[src/rtl/adc_ctrl_pkg.sv]
// ----------------------------------------------------------------------------
// adc_ctrl_pkg
//
// Shared types and constants for the ADC capture controller.
//   - adc_state_e : capture sequencer states.
//   - SAMPLE_W, LANES, WORD_W : packer geometry (4 x 14-bit samples in 64 bits).
//   - adc_word_t  : packed word as produced by the 4-lane packer.
// ----------------------------------------------------------------------------
package adc_ctrl_pkg;

    localparam int SAMPLE_W = 14;
    localparam int LANES    = 4;
    localparam int WORD_W   = 64;

    // Bits left over above the four samples in each packed word.
    localparam int PAD_W    = WORD_W - LANES * SAMPLE_W;

    typedef enum logic [2:0] {
        IDLE    = 3'd0,
        ARMED   = 3'd1,
        HOLDOFF = 3'd2,
        CAPTURE = 3'd3,
        DRAIN   = 3'd4
    } adc_state_e;

    // Lane 0 occupies the least significant sample slot.
    typedef struct packed {
        logic [PAD_W-1:0]                 pad;
        logic [LANES-1:0][SAMPLE_W-1:0]   lane;
    } adc_word_t;

endpackage : adc_ctrl_pkg

[src/rtl/adc_trig_detect.sv]
// ----------------------------------------------------------------------------
// adc_trig_detect
//
// Brings the asynchronous external trigger into the clock domain and turns
// each rising edge into a single-cycle pulse.
//
// Ports:
//   clk_i    : clock.
//   rst_ni   : asynchronous active-low reset; clears all sync flops.
//   trig_i   : asynchronous trigger input, rising-edge sensitive.
//   pulse_o  : one-cycle pulse, high during the third cycle after trig_i rises,
//              so the consuming logic acts on it at the third clock edge.
// ----------------------------------------------------------------------------
module adc_trig_detect (
    input  logic clk_i,
    input  logic rst_ni,
    input  logic trig_i,
    output logic pulse_o
);

    logic sync1_q;
    logic sync2_q;
    logic sync2_prev_q;

    always_ff @(posedge clk_i or negedge rst_ni) begin
        if (!rst_ni) begin
            sync1_q      <= 1'b0;
            sync2_q      <= 1'b0;
            sync2_prev_q <= 1'b0;
        end else begin
            // NOTE: non-blocking assignments, so each stage samples the value
            // the previous stage held before this edge; blocking would
            // collapse the chain into a single flop.
            sync1_q      <= trig_i;
            sync2_q      <= sync1_q;
            sync2_prev_q <= sync2_q;
        end
    end

    // Both operands come straight from flops, so the pulse is glitch-free.
    assign pulse_o = sync2_q & ~sync2_prev_q;

endmodule : adc_trig_detect

[src/rtl/adc_capture_ctrl.sv]
// ----------------------------------------------------------------------------
// adc_capture_ctrl
//
// Sequences the 4-lane ADC packer into triggered capture windows. The block
// is armed by command, waits for a hardware or software trigger, waits a
// programmable hold-off, then forwards exactly len packed words downstream
// over valid/ready with start- and end-of-frame flags.
//
// Optional feature macro: TRIG_TIMEOUT_EN
//   When defined, ARMED gives up after TIMEOUT cycles without a trigger,
//   returns to IDLE and pulses o_timeout. When undefined there is no counter,
//   no TIMEOUT parameter and no o_timeout port.
//
// Ports:
//   i_62clk       : clock.
//   i_nreset      : asynchronous active-low reset.
//   i_arm         : one-cycle pulse; latches i_len/i_holdoff and arms (IDLE only).
//   i_abort       : one-cycle pulse; returns to IDLE from any state.
//   i_trig        : asynchronous external trigger, rising-edge sensitive.
//   i_soft_trig   : synchronous one-cycle software trigger.
//   i_len         : words per capture (0 ignores the arm).
//   i_holdoff     : cycles between trigger and capture start.
//   i_word_valid  : packer word strobe.
//   i_word        : packed word from the packer.
//   o_pack_en     : packer run enable.
//   o_word        : registered output word.
//   o_valid       : output valid.
//   i_ready       : downstream ready.
//   o_sof / o_eof : first / last word of the frame (qualified by o_valid).
//   o_busy        : high in any state other than IDLE.
//   o_done        : one-cycle pulse when a frame completes.
//   o_overflow    : sticky; a word was dropped because the output stalled.
//   o_words       : words captured (accepted or dropped) in the current frame.
//   o_timeout     : (TRIG_TIMEOUT_EN only) one-cycle pulse on ARMED timeout.
// ----------------------------------------------------------------------------
module adc_capture_ctrl
    import adc_ctrl_pkg::*;
#(
    parameter int LEN_W  = 16,
    parameter int HOLD_W = 8
`ifdef TRIG_TIMEOUT_EN
    ,
    parameter int TIMEOUT = 1000000
`endif
) (
    input  logic              i_62clk,
    input  logic              i_nreset,
    input  logic              i_arm,
    input  logic              i_abort,
    input  logic              i_trig,
    input  logic              i_soft_trig,
    input  logic [LEN_W-1:0]  i_len,
    input  logic [HOLD_W-1:0] i_holdoff,
    input  logic              i_word_valid,
    input  logic [WORD_W-1:0] i_word,
    output logic              o_pack_en,
    output logic [WORD_W-1:0] o_word,
    output logic              o_valid,
    input  logic              i_ready,
    output logic              o_sof,
    output logic              o_eof,
    output logic              o_busy,
    output logic              o_done,
    output logic              o_overflow,
    output logic [LEN_W-1:0]  o_words
`ifdef TRIG_TIMEOUT_EN
    ,
    output logic              o_timeout
`endif
);

    // ------------------------------------------------------------------
    // Trigger path
    // ------------------------------------------------------------------
    logic trig_pulse;
    logic trig;

    adc_trig_detect u_trig_detect (
        .clk_i   (i_62clk),
        .rst_ni  (i_nreset),
        .trig_i  (i_trig),
        .pulse_o (trig_pulse)
    );

    assign trig = trig_pulse | i_soft_trig;

    // ------------------------------------------------------------------
    // Sequencer state and registered outputs
    // ------------------------------------------------------------------
    adc_state_e        state_q;
    logic [LEN_W-1:0]  len_q;
    logic [HOLD_W-1:0] hold_cnt_q;
    logic [LEN_W-1:0]  words_q;
    adc_word_t         word_q;
    logic              valid_q;
    logic              sof_q;
    logic              eof_q;
    logic              busy_q;
    logic              pack_en_q;
    logic              done_q;
    logic              overflow_q;

`ifdef TRIG_TIMEOUT_EN
    localparam int TMO_W = (TIMEOUT > 1) ? $clog2(TIMEOUT) : 1;
    logic [TMO_W-1:0] tmo_cnt_q;
    logic             timeout_q;
`endif

    // The word currently arriving is the last one of the window.
    logic last_word;
    assign last_word = (words_q == len_q - LEN_W'(1));

    always_ff @(posedge i_62clk or negedge i_nreset) begin
        if (!i_nreset) begin
            state_q    <= IDLE;
            len_q      <= '0;
            hold_cnt_q <= '0;
            words_q    <= '0;
            // NOTE: the output data register is reset along with the control
            // state so o_word reads 0 straight out of reset.
            word_q     <= '0;
            valid_q    <= 1'b0;
            sof_q      <= 1'b0;
            eof_q      <= 1'b0;
            busy_q     <= 1'b0;
            pack_en_q  <= 1'b0;
            done_q     <= 1'b0;
            overflow_q <= 1'b0;
`ifdef TRIG_TIMEOUT_EN
            tmo_cnt_q  <= '0;
            timeout_q  <= 1'b0;
`endif
        end else begin
            done_q <= 1'b0;
`ifdef TRIG_TIMEOUT_EN
            timeout_q <= 1'b0;
`endif
            // A handshake empties the output register; a load later in this
            // block overrides it, giving back-to-back words.
            if (valid_q && i_ready) begin
                valid_q <= 1'b0;
            end

            if (i_abort) begin
                // Abort wins over arm and trigger; frame status is kept for
                // software to inspect, and no done pulse is issued.
                state_q   <= IDLE;
                valid_q   <= 1'b0;
                pack_en_q <= 1'b0;
                busy_q    <= 1'b0;
            end else begin
                unique case (state_q)
                    IDLE: begin
                        if (i_arm && (i_len != '0)) begin
                            len_q      <= i_len;
                            hold_cnt_q <= i_holdoff;
                            overflow_q <= 1'b0;
                            words_q    <= '0;
                            state_q    <= ARMED;
                            pack_en_q  <= 1'b1;
                            busy_q     <= 1'b1;
`ifdef TRIG_TIMEOUT_EN
                            tmo_cnt_q  <= '0;
`endif
                        end
                    end

                    ARMED: begin
                        if (trig) begin
                            // hold_cnt_q already holds the latched hold-off.
                            state_q <= (hold_cnt_q != '0) ? HOLDOFF : CAPTURE;
                        end
`ifdef TRIG_TIMEOUT_EN
                        else if (tmo_cnt_q == TMO_W'(TIMEOUT - 1)) begin
                            state_q   <= IDLE;
                            pack_en_q <= 1'b0;
                            busy_q    <= 1'b0;
                            timeout_q <= 1'b1;
                        end else begin
                            tmo_cnt_q <= tmo_cnt_q + TMO_W'(1);
                        end
`endif
                    end

                    HOLDOFF: begin
                        // Leaving on the count of 1 makes the capture start
                        // exactly hold-off cycles after the trigger edge.
                        if (hold_cnt_q == HOLD_W'(1)) begin
                            state_q <= CAPTURE;
                        end else begin
                            hold_cnt_q <= hold_cnt_q - HOLD_W'(1);
                        end
                    end

                    CAPTURE: begin
                        if (i_word_valid) begin
                            if (!valid_q || i_ready) begin
                                word_q  <= adc_word_t'(i_word);
                                valid_q <= 1'b1;
                                sof_q   <= (words_q == '0);
                                eof_q   <= last_word;
                            end else begin
                                // Stalled: drop the word but still count it,
                                // keeping the capture window fixed in time.
                                overflow_q <= 1'b1;
                            end
                            words_q <= words_q + LEN_W'(1);
                            if (last_word) begin
                                state_q   <= DRAIN;
                                pack_en_q <= 1'b0;
                            end
                        end
                    end

                    DRAIN: begin
                        if (!valid_q || i_ready) begin
                            done_q  <= 1'b1;
                            state_q <= IDLE;
                            busy_q  <= 1'b0;
                        end
                    end

                    default: begin
                        state_q   <= IDLE;
                        pack_en_q <= 1'b0;
                        busy_q    <= 1'b0;
                    end
                endcase
            end
        end
    end

    assign o_pack_en  = pack_en_q;
    assign o_word     = word_q;
    assign o_valid    = valid_q;
    assign o_sof      = sof_q;
    assign o_eof      = eof_q;
    assign o_busy     = busy_q;
    assign o_done     = done_q;
    assign o_overflow = overflow_q;
    assign o_words    = words_q;
`ifdef TRIG_TIMEOUT_EN
    assign o_timeout  = timeout_q;
`endif

endmodule : adc_capture_ctrl
[config.mk]
export PLATFORM = sky130hd
export DESIGN_NAME = adc_capture_ctrl
export DESIGN_NICKNAME = d
export VERILOG_FILES = /design/src/rtl/adc_ctrl_pkg.sv /design/src/rtl/adc_trig_detect.sv /design/src/rtl/adc_capture_ctrl.sv
export SDC_FILE = /design/constraint.sdc
export NUM_CORES = 1
export LEC_CHECK = 0
export ABC_CLOCK_PERIOD_IN_PS = 5100
export CORE_MARGIN = 2
export CORE_UTILIZATION = 35
export DETAILED_ROUTE_END_ITERATION = 6
export SLEW_MARGIN = 30
export SYNTH_ARGS = -nofsm -noshare
export SYNTH_HDL_FRONTEND = slang
export SYNTH_SLANG_ARGS = --single-unit
[constraint.sdc]
create_clock -name i_62clk -period 5.1 [get_ports i_62clk]
set_clock_uncertainty 0.05 [all_clocks]
set_input_delay 1.275 -clock i_62clk [delete_from_list [all_inputs] [get_ports i_62clk]]
set_output_delay 1.275 -clock i_62clk [all_outputs]
set_load 0.02 [all_outputs]
[Word-level counts from Yosys, hierarchy flattened]
Cells that the tools add are included.
W data, S select, Z words.
Storage, ports and cells
  flip-flop bits (word level): 117
  input port bits: 96
  output and inout bits: 87
  word-level logic and storage cells: 99
Operators by class
  add/sub/neg operators: 3
  eq/ne operators: 18
  mux-type cells: 35
  bitwise gates (word level): 4
  reduce and logical (&&, ||, !) cells: 20
Operator list (count)
  $mux W16: 2
  $pmux W16 S2: 1
  $mux W3: 7
  $mux W1: 18
  $ne A3 B3 Y1 const B: 6
  $add A16 B1 Y16 const B: 1
  $eq A16 B16 Y1: 1
  $logic_not A16 Y1: 1
  $mux W8: 2
  $pmux W8 S2: 1
  $reduce_and A4 Y1: 4
  $reduce_bool A16 Y1: 1
  $sub A16 B1 Y16 const B: 1
  $pmux W3 S5: 1
  $eq A8 B1 Y1 const B: 1
  $ne A2 B2 Y1 const B: 4
  $reduce_bool A8 Y1: 1
  $sub A8 B1 Y8 const B: 1
  $eq A3 B2 Y1 const B: 2
  $pmux W1 S3: 2
  $reduce_and A3 Y1: 2
  $reduce_and A6 Y1: 1
  $reduce_or A3 Y1: 2
  $reduce_and A5 Y1: 1
  other kinds (12): 16

[Longest topological paths before layout]
  depth in word-level cells: 6
  gate-level depth with buffers: 9
  mapped depth without buffers: 8

[Modules after synthesis]
Synthesis repeated with hierarchy kept, for this count alone.
Second synthesis, totals
  cell total of the unflattened synthesis: 520
  area, all modules: 5640.4 um^2
By module, submodules not included
  adc_capture_ctrl: instances 1, cells each 516, area each 5551.6 um^2, sequential area each 2852.7 um^2
  adc_trig_detect: instances 1, cells each 4, area each 88.8 um^2, sequential area each 75.1 um^2

[Worst setup path after synthesis]
No wires, ideal clock.
  kind: input port to flip-flop
  from: in i_abort
  to: reg word_q (netlist bit o_word[10])
  setup time: 0.125 ns
  data arrival time: 3.005 ns
  data required time: 4.925 ns
  path slack: 1.920 ns
  stages: 8
  path buffers: 4
  cell sequence: buf_2 or2_2 clkbuf_1 nor3_2 nand2_1 buf_2 buf_1 mux2_2
On the way
  word-level cells in the longest chain between the ends: 2
Ends and longest elaborated chain
  start, declared: RTL line adc_capture_ctrl.sv:49  | input logic i_abort,
  $not A1 Y1 (no line)
  $reduce_and A4 Y1 (no line)
  end signal, assigned: RTL line adc_capture_ctrl.sv:198  | word_q <= adc_word_t'(i_word);
  end, declared: RTL line adc_capture_ctrl.sv:94  | adc_word_t word_q;
No other way between the ends.
A chain may end at the register's enable or synchronous reset.

[Worst setup path in the final report]
  from: in i_abort
  to: reg word_q (netlist bit o_word[9])
Same word-level chain as after synthesis.

==> impl_metrics.tcl <==
set metrics [dict create \
    cts-htree-levels 4 \
    multi_input_area_um2 2510 \
    synth_seq_cells 117 \
    dieHeight_um 131 \
    dieArea_um2 17100 \
    max_stage_delay_ps 550 \
    critPathArrivalTime_ps 3870 \
    fmax_ghz 0.277 \
    syn_area_per_cell_um2 10.8 \
    io_buffer_count 182 \
    ctsResizeCount 0 \
    final_antenna_net_count 0 \
    fin_nets 798 \
    ff_latch_area_um2 2930 \
    row_count 46 \
    synth_xor_area_share_pct 4.22 \
    worst-setup-path-type "in -> reg" \
    start_util_pct 35.6 \
    finalCritPeriodShare_pct 70.9 \
    path_max_fanout 39 \
    antenna_cells 0 \
    crit_path_cell_trace "clkdlybuf4s50_1 -> or2_2 -> nor3_2 -> nand2_2 -> buf_12 -> mux2_2" \
    synth_compound_gate_area_share_pct 9.95 \
    power-per-cell-area_nw_per_um2 580 \
    clock_latency_ps 420 \
    irDropWorstVdd_mv 0.381 \
    finalNonFillerCells 926 \
    setup-tns-final_ps 0 \
    synth_top_family_by_area "simple AND/OR/NAND/NOR gates" \
    maxSlewViolCount 0 \
    crit_required_ps 5350 \
    status "finished clean" \
    drc 0 \
    drive_gt1_share_pct 15.8 \
    critical-path-slowest-cell "clkdlybuf4s50_1" \
    placed_cell_area_um2 7630 \
    synthesis.area_um2 5610 \
    wl_um 16300 \
    synth_edf_count 0 \
    wl_per_cell_um 17.6 \
    coreArea_um2 15800 \
    antenna_found_initial 0 \
    cap_violations 0 \
    fill_cells 1448 \
    post_cts_buffers 0 \
    ys_types 59 \
    setup_violations 0 \
    final_common_cell "clkdlybuf4s50_1" \
    first_pass_iters 5 \
    cp-end-kind "flip-flop" \
    rsz0062_at_grt "no" \
    postSynthCellCount 521 \
    crit_family "simple AND/OR/NAND/NOR gates" \
    gp_congestion 0.853 \
    ys_seq_area_share_pct 52.2 \
    clkSinkCount 117 \
    ys.flop_type "dfrtp_1" \
    place_inst 894 \
    critPathBufInv 2 \
    cts_hold_buf 0 \
    vias_per_cell 5.09 \
    root_buffer "clkbuf_16" \
    syn_nets 622 \
    clk_pin_slew_ps 60 \
    grt_pass1_vias 4875 \
    dp_hpwl_um 12300 \
    holdWs_ps 306 \
    vias 4715 \
    grt_pass1_wl_um 25800 \
    yosys_warnings 0 \
    final_area_um2 8190 \
    drt_iter0_markers 167 \
    yosys.area_share.simple_pct 16.2 \
    cts_tree "built" \
    cts_inserted_buffers 17 \
    synthArstFlopShare_pct 100 \
    p_leak_uw 0.00339 \
    setup_slack_ps 1480 \
    area.growth.synth_to_final_pct 46.0 \
    track_usage_pct 20.0 \
    max_slew_margin_pct 41.9 \
    die_w_um 131 \
    worst_setup_path_start_kind "primary input" \
    grt.overflow.total 0 \
    hp-class "reg -> reg" \
    synth_fa_ha_area_share_pct 1.12 \
    muxShareOfSynthArea_pct 13.0 \
    grt_max_degree 56 \
    io-pin-count 183 \
    hold_viol 0 \
    mostFrequentLayoutCells "181 x clkdlybuf4s50_1, 117 x dfrtp_1, 64 x mux2_2, 56 x nand2_1, 34 x nor2_1" \
    timing.final.crit_period_ps 3620 \
    dpl_worst_slack_ps 1080 \
    cts_buffer_depth 2 \
    tightest_slew_ps 869 \
]
[final timing paths]
check / endpoint / cells past startpoint / from / slack, ps
min reg2reg: u_trig_detect.sync2_q / 0 / u_trig_detect.sync1_q / 310
min in group asynchronous: o_words[8] / 1 / i_nreset / 870
max in group asynchronous: o_word[50] / 2 / i_nreset / 3180
min: u_trig_detect.sync2_q / 0 / u_trig_detect.sync1_q / 310
max reg2reg: state_q[0] / 8 / len_q[0] / 2010
max: o_word[9] / 6 / i_abort / 1480
[synth_stat cells (all sizes together), types with 2 or more instances]
master | instances | area (um^2)
a2111o | 2 | 22.5
a211o | 2 | 17.5
a211oi | 6 | 45.0
a21oi | 17 | 85.1
a22oi | 2 | 15.0
a31oi | 5 | 31.3
and3 | 3 | 18.8
and4 | 2 | 17.5
buf | 10 | 50.1
clkbuf | 19 | 71.3
dfrtp | 117 | 2930
ha | 5 | 62.6
inv | 16 | 60.1
mux2 | 65 | 732
nand2 | 57 | 214
nand2b | 3 | 18.8
nand3 | 7 | 35.0
nand3b | 2 | 15.0
nand4 | 8 | 50.1
nor2 | 34 | 128
nor3 | 18 | 100
nor3b | 6 | 45.0
nor4 | 12 | 90.1
nor4b | 5 | 43.8
o21ai | 28 | 140
o22ai | 3 | 18.8
o31ai | 6 | 45.0
o41ai | 3 | 26.3
or2 | 3 | 18.8
or3 | 8 | 56.3
or4 | 3 | 26.3
xnor2 | 15 | 131
xor2 | 12 | 105
[power breakdown]
| group | leakage [uW] | switching, uW | internal (uW) |
|---|---|---|---|
| logic | 0.00167 | 1010 | 999 |
| registers | 0.00147 | 340 | 1300 |
| clock network | 0.000254 | 451 | 648 |
[sequential cells by signal (all words and copies together) (netlist names)]
register	cells
hold_cnt_q	8
len_q	16
o_busy	1
o_done	1
o_eof	1
o_overflow	1
o_pack_en	1
o_sof	1
o_valid	1
o_word	64
o_words	16
state_q	3
u_trig_detect.sync1_q	1
u_trig_detect.sync2_prev_q	1
u_trig_detect.sync2_q	1
[per-stage QoR]
| step | power, uW | util, % |
|---|---|---|
| finish | 4750 | 51.9 |
| detailed placement | 3670 | 48.4 |
| CTS | 4800 | 51.9 |
| global route | 5040 | 51.9 |
| floorplan | 2730 | - |
| global placement | 3620 | 48.4 |
[kinds of logic (layout without fill, tap and decap cells)]
logic type / after synthesis / in the layout
xor+xnor: 27 / 27
simple gates: 175 / 175
flops: 117 / 117
fa+ha+maj: 5 / 5
compound gates: 87 / 87
mux: 65 / 65
buf+inv: 45 / 234
[metal layers]
layer / track usage [%] / part of all wire (%) / vias to the layer above
li1: - / - / 2217
met1: 22.4 / 38 / 2314
met2: 33.7 / 50 / 170
met3: 10.5 / 11 / 14
met4: 5.26 / 1.0 / 0
met5: 0 / 0 / -
[layout make-up]
class / instances / area share, %
flip-flops and latches: 117 / 35.8
repair buffers: 186 / 22.7
well taps: 216 / 3.30
inverters: 16 / 0.734
clock inverters: 13 / 1.21
clock buffers: 19 / 5.53
multi-input cells: 359 / 30.7
Power figures use the tool's default switching activity.
